### src/rtl/pc_redirect_unit.sv
// pc_redirect_unit
// Registered program counter with branch/jump redirect selection for the
// pipelined MIPS datapath. After each accepted redirect it raises a
// multi-cycle Flush that squashes the wrong-path instructions in IF/ID and
// ID/EX. It also keeps saturating counters of taken branches and of all
// redirects.
module pc_redirect_unit #(
  parameter logic [31:0] RESET_PC     = 32'h0000_0000,
  parameter int          FLUSH_CYCLES = 2,   // legal range 1..3
  parameter int          CNT_W        = 16
) (
  input  logic             Clk,
  input  logic             Reset,
  input  logic             Branch,
  input  logic             Zero,
  input  logic [31:0]      BranchTarget,
  input  logic             Jump,
  input  logic [31:0]      JumpTarget,
  input  logic             Stall,
  output logic [31:0]      PC,
  output logic [31:0]      PCPlus4,
  output logic             Flush,
  output logic             Misaligned,
  output logic [CNT_W-1:0] TakenCount,
  output logic [CNT_W-1:0] RedirectCount
);

  typedef enum logic {
    RUN   = 1'b0,
    FLUSH = 1'b1
  } state_t;

  // fcnt holds the number of Flush cycles still to come after the current one.
  localparam logic [1:0]       FCNT_INIT = 2'(FLUSH_CYCLES - 1);
  localparam logic [CNT_W-1:0] CNT_MAX   = '1;
  localparam logic [CNT_W-1:0] CNT_ONE   = CNT_W'(1);

  state_t           state, state_nxt;
  logic [1:0]       fcnt, fcnt_nxt;
  logic [31:0]      pc_nxt;
  logic [31:0]      target;
  logic             flush_nxt;
  logic             mis_nxt;
  logic [CNT_W-1:0] taken_cnt_nxt;
  logic [CNT_W-1:0] redir_cnt_nxt;
  logic             taken;
  logic             redirect;

  assign taken    = Branch && Zero;
  assign redirect = taken || Jump;
  assign PCPlus4  = PC + 32'd4;

  // Next-state, next-PC and counter selection.
  // NOTE: every signal driven here is given a default first, so no path
  // through the case leaves one unassigned and no latch is inferred.
  always_comb begin
    state_nxt     = state;
    fcnt_nxt      = fcnt;
    pc_nxt        = Stall ? PC : PCPlus4;
    mis_nxt       = 1'b0;
    taken_cnt_nxt = TakenCount;
    redir_cnt_nxt = RedirectCount;
    // The older branch in EX takes priority over the younger jump in ID.
    target        = taken ? BranchTarget : JumpTarget;

    case (state)
      RUN: begin
        if (redirect) begin
          pc_nxt    = {target[31:2], 2'b00};
          mis_nxt   = |target[1:0];
          state_nxt = FLUSH;
          fcnt_nxt  = FCNT_INIT;
          if (RedirectCount != CNT_MAX) redir_cnt_nxt = RedirectCount + CNT_ONE;
          if (taken && (TakenCount != CNT_MAX)) taken_cnt_nxt = TakenCount + CNT_ONE;
        end
      end
      FLUSH: begin
        // The redirect inputs belong to squashed instructions and are ignored.
        // The countdown runs even while Stall holds the PC.
        if (fcnt == 2'd0) begin
          state_nxt = RUN;
        end else begin
          fcnt_nxt = fcnt - 2'd1;
        end
      end
      default: state_nxt = RUN;
    endcase

    flush_nxt = (state_nxt == FLUSH);
  end

  // State, PC, flag and counter registers with synchronous reset.
  // NOTE: sequential state uses non-blocking assignments so that every
  // register samples the values from before this edge.
  always_ff @(posedge Clk) begin
    if (Reset) begin
      state         <= RUN;
      fcnt          <= 2'd0;
      PC            <= RESET_PC;
      Flush         <= 1'b0;
      Misaligned    <= 1'b0;
      TakenCount    <= '0;
      RedirectCount <= '0;
    end else begin
      state         <= state_nxt;
      fcnt          <= fcnt_nxt;
      PC            <= pc_nxt;
      Flush         <= flush_nxt;
      Misaligned    <= mis_nxt;
      TakenCount    <= taken_cnt_nxt;
      RedirectCount <= redir_cnt_nxt;
    end
  end

endmodule

### config.mk
export PLATFORM = sky130hd
export DESIGN_NAME = pc_redirect_unit
export DESIGN_NICKNAME = d
export VERILOG_FILES = /design/src/rtl/pc_redirect_unit.sv
export SDC_FILE = /design/constraint.sdc
export NUM_CORES = 1
export LEC_CHECK = 0
export BUFFER_PORTS_ARGS = -buffer_cell sky130_fd_sc_hd__buf_4
export CORE_MARGIN = 2
export CORE_UTILIZATION = 54
export CTS_CLUSTER_DIAMETER = 150
export DETAILED_ROUTE_END_ITERATION = 8
export PLACE_DENSITY = 0.86
export SLEW_MARGIN = 10
export SYNTH_ARGS = -nofsm -noshare
export SYNTH_HDL_FRONTEND = slang
export SYNTH_SLANG_ARGS = --single-unit
### constraint.sdc
create_clock -name Clk -period 4.5 [get_ports Clk]
set_input_delay 0.675 -clock Clk [delete_from_list [all_inputs] [get_ports Clk]]
set_output_delay 0.675 -clock Clk [all_outputs]
set_load 0.03 [all_outputs]
==> qor.yml <==
status:
  status: "finished clean"
clock_tree:
  post_cts_resized: 0
  post_cts_buffers: 0
  h-tree-depth: 3
  clockBufferDepth: 2
  cts_made_buffers: 9
  numClockSinks: 66
  clk_pin_slew_ps: 70
  root_buffer: "clkbuf_8"
  postCtsHoldBufs: 0
  clk_latency_ps: 340
  cts_tree: "built"
global_route:
  grt_max_degree: 57
  grt_overflow: 0
  antenna_found_initial: 0
  grt_use_total_pct: 29.4
  grt_pass1_wl_um: 21100
  grt_pass1_vias: 4439
synth:
  async_reset_ff_share_pct: 0
  synthMuxAreaShare_pct: 3.02
  netlist_area_mm2: 0.00444
  yosysWarnings: 0
  synth_top_family_by_area: "simple AND/OR/NAND/NOR gates"
  ys_seq_area_share_pct: 29.8
  ys.flop_type: "dfxtp_1"
  synthAdderAreaFrac_pct: 1.13
  ys_types: 64
  synthXorXnorAreaFrac_pct: 7.89
  synth_top_area_share_pct: 29.8
  synth_edf_count: 0
  ys_seq_elements: 66
  synthSimpleGateAreaFrac_pct: 34.0
  yosys.area.top_type: "dfxtp_1"
  synthTopCellsByArea: "dfxtp_1 30%, xnor2_1 6.3%, nand2_1 6.0%"
  syn_avg_cell_area_um2: 7.77
  synthCells: 571
  synth_compound_area_share_pct: 17.8
floorplan:
  die-area_mm2: 0.00896
  ios: 168
  die_w_um: 94.7
  die_height_um: 94.7
  rows: 33
  coreArea_mm2: 0.00809
  start_util_pct: 54.9
route:
  vias_per_cell: 6.12
  drt_iter0_markers: 300
  first_pass_iters: 5
  route.detailed.drc: 0
  ant_nets: 0
  wirelength_um: 13500
  vias: 4958
  wl_per_cell_um: 16.7
sta:
  maxSlewHeadroom_pct: 29.0
  slew_violations: 0
  finalCritPeriodShare_pct: 76.4
  tightest_slew_ps: 1060
  fin_tns_setup_ps: 0
  setup_violations: 0
  timing_hold_violations_final: 0
  fin_skew_ps: 7.07
  grt_setup_unrepaired: "no"
  achievable-frequency_mhz: 291
  period_minus_slack_ps: 3440
critical_path:
  cp.arrival_ps: 2760
  worstSetupEndpointType: "output port"
  critPathMaxStageDelay_ps: 820
  crit_type: "reg -> out"
  path_cells: "ha_1 > nand2_1 > nor3_2 > nand4_1 > xnor2_1 > buf_4"
  r2r_end: "RedirectCount[12]"
  crit_start: "PC[2]"
  rrSetupSlack_ps: 2120
  critPathBufInv: 1
  critical-path-top-delay-family: "simple AND/OR/NAND/NOR gates"
  start_kind: "flop"
  rr_worst_depth: 5
  critPathMaxFanout: 17
  cp.required_ps: 3830
  rr_startpoint: "RedirectCount[0]"
  crit_slowest_cell: "nor3_2"
power:
  ir_worst_vdd_mv: 0.154
  p_leak_uw: 0.00232
  powerDensity_mw_per_mm2: 279
  finalPower_uw: 1620
placed_design:
  numPortBuffers: 163
  gp_congestion: 0.858
  hpwl_um: 9910
final_layout:
  antennaDiodeCount: 0
  nFillCells: 644
  synthToLayoutAreaGrowth_pct: 30.7
  fin_nets: 774
  drive_gt1_share_pct: 29.2
worst_hold_path:
  holdPathStages: 1
  hold_path_end: "TakenCount[7]"
  min_from: "TakenCount[7]"
  worstHoldPathType: "reg -> reg"
run:
  drv_cap: 0
## metrics by stage
stage | std cells | hold WS (ps) | cell area (um2) | setup slack (ps) | util (%)
2_1_floorplan | 574 | 464 | 4450 | 1550 | -
3_3_place_gp | 794 | 476 | 5610 | 1540 | 69.3
3_5_place_dp | 794 | 491 | 5610 | 1420 | 69.3
4_1_cts | 810 | 502 | 5800 | 1050 | 71.7
5_1_grt | 810 | 543 | 5800 | 808 | 71.7
6_report | 810 | 499 | 5800 | 1060 | 71.7
## how the worst max path moves through the flow
stage                             end  slack [ps]  cells after the start
after floorplan           PCPlus4[25]        1550                      6
after global placement    PCPlus4[28]        1540                      6
after detailed placement  PCPlus4[28]        1420                      6
after CTS                 PCPlus4[28]        1050                      6
after global routing      PCPlus4[24]         810                      6
final                     PCPlus4[28]        1060                      6
## cells in the mapped netlist, drive strengths merged (3+ instances only)
master and number:
nand2 71, dfxtp 66, nand3 37, xnor2 32, clkbuf 31, a21oi 29
nand4 25, nor2 23, buf 21, nor3 20, nor4 18, o21ai 17
and3 16, a211o 12, inv 12, or4 12, a31oi 11, mux2 11
and4 10, o31ai 9, or3 8, xor2 8, nand3b 6, nor2b 6
o311a 6, a211oi 5, a311oi 5, ha 4, and2 3, o211ai 3
o41ai 3, or2 3
## per-layer routing
metal	track usage (%)	vias to the layer above	wire length, um
li1	-	2379	-
met3	4.63	20	1180
met1	35.8	2315	5460
met2	53.4	244	6720
met5	0	-	0
met4	8.09	0	174
## cell families (layout without fill, tap and decap cells)
logic type                 Yosys count  after routing
and+or+nand+nor                    269            269
AOI/OAI and AO/OA                  114            114
DFF                                 66             66
buffers and inverters               65            196
xor gates and xnor gates            40             40
muxes                               12             12
adders and majority gates            4              4
other                                1              4
## cells in the final DEF (no fill, tap or decap), drive strengths merged, types with 4 or more instances in the layout
cell type / netlist / final
a31oi: 11 / 11
and4: 10 / 10
inv: 12 / 12
and3: 16 / 16
ha: 4 / 4
a211oi: 5 / 5
clkbuf: 31 / 13
nor2b: 6 / 6
nand2: 71 / 71
nand3: 37 / 37
nor2: 23 / 23
nor4: 18 / 18
a21oi: 29 / 29
nor3: 20 / 20
xor2: 8 / 8
a311oi: 5 / 5
conb: 1 / 4
a211o: 12 / 12
or3: 8 / 8
mux2: 11 / 11
buf: 21 / 167
or4: 12 / 12
o21ai: 17 / 17
nand3b: 6 / 6
xnor2: 32 / 32
nand4: 25 / 25
o31ai: 9 / 9
dfxtp: 66 / 66
o311a: 6 / 6
## sequential cells by signal (all words and copies together), names as in the netlist
signal         flops
Misaligned         1
state              1
TakenCount        16
PC                30
fcnt               2
RedirectCount     16
## final cells by class
cell class | instances | area [um2] | share of cell area [%]
Multi-Input combinational cell | 443 | 2860 | 49.2
Timing Repair Buffer | 167 | 1250 | 21.6
Clock inverter | 3 | 22.5 | 0.388
Clock buffer | 13 | 169 | 2.91
Sequential cell | 66 | 1320 | 22.8
Inverter | 13 | 48.8 | 0.841
Tap cell | 105 | 131 | 2.26
## power by group
part	internal [uW]	switching [uW]
clock	245	226
combinational	194	268
sequential	618	68.9
total	1060	563
No activity file was read; power rests on OpenSTA's default activity.
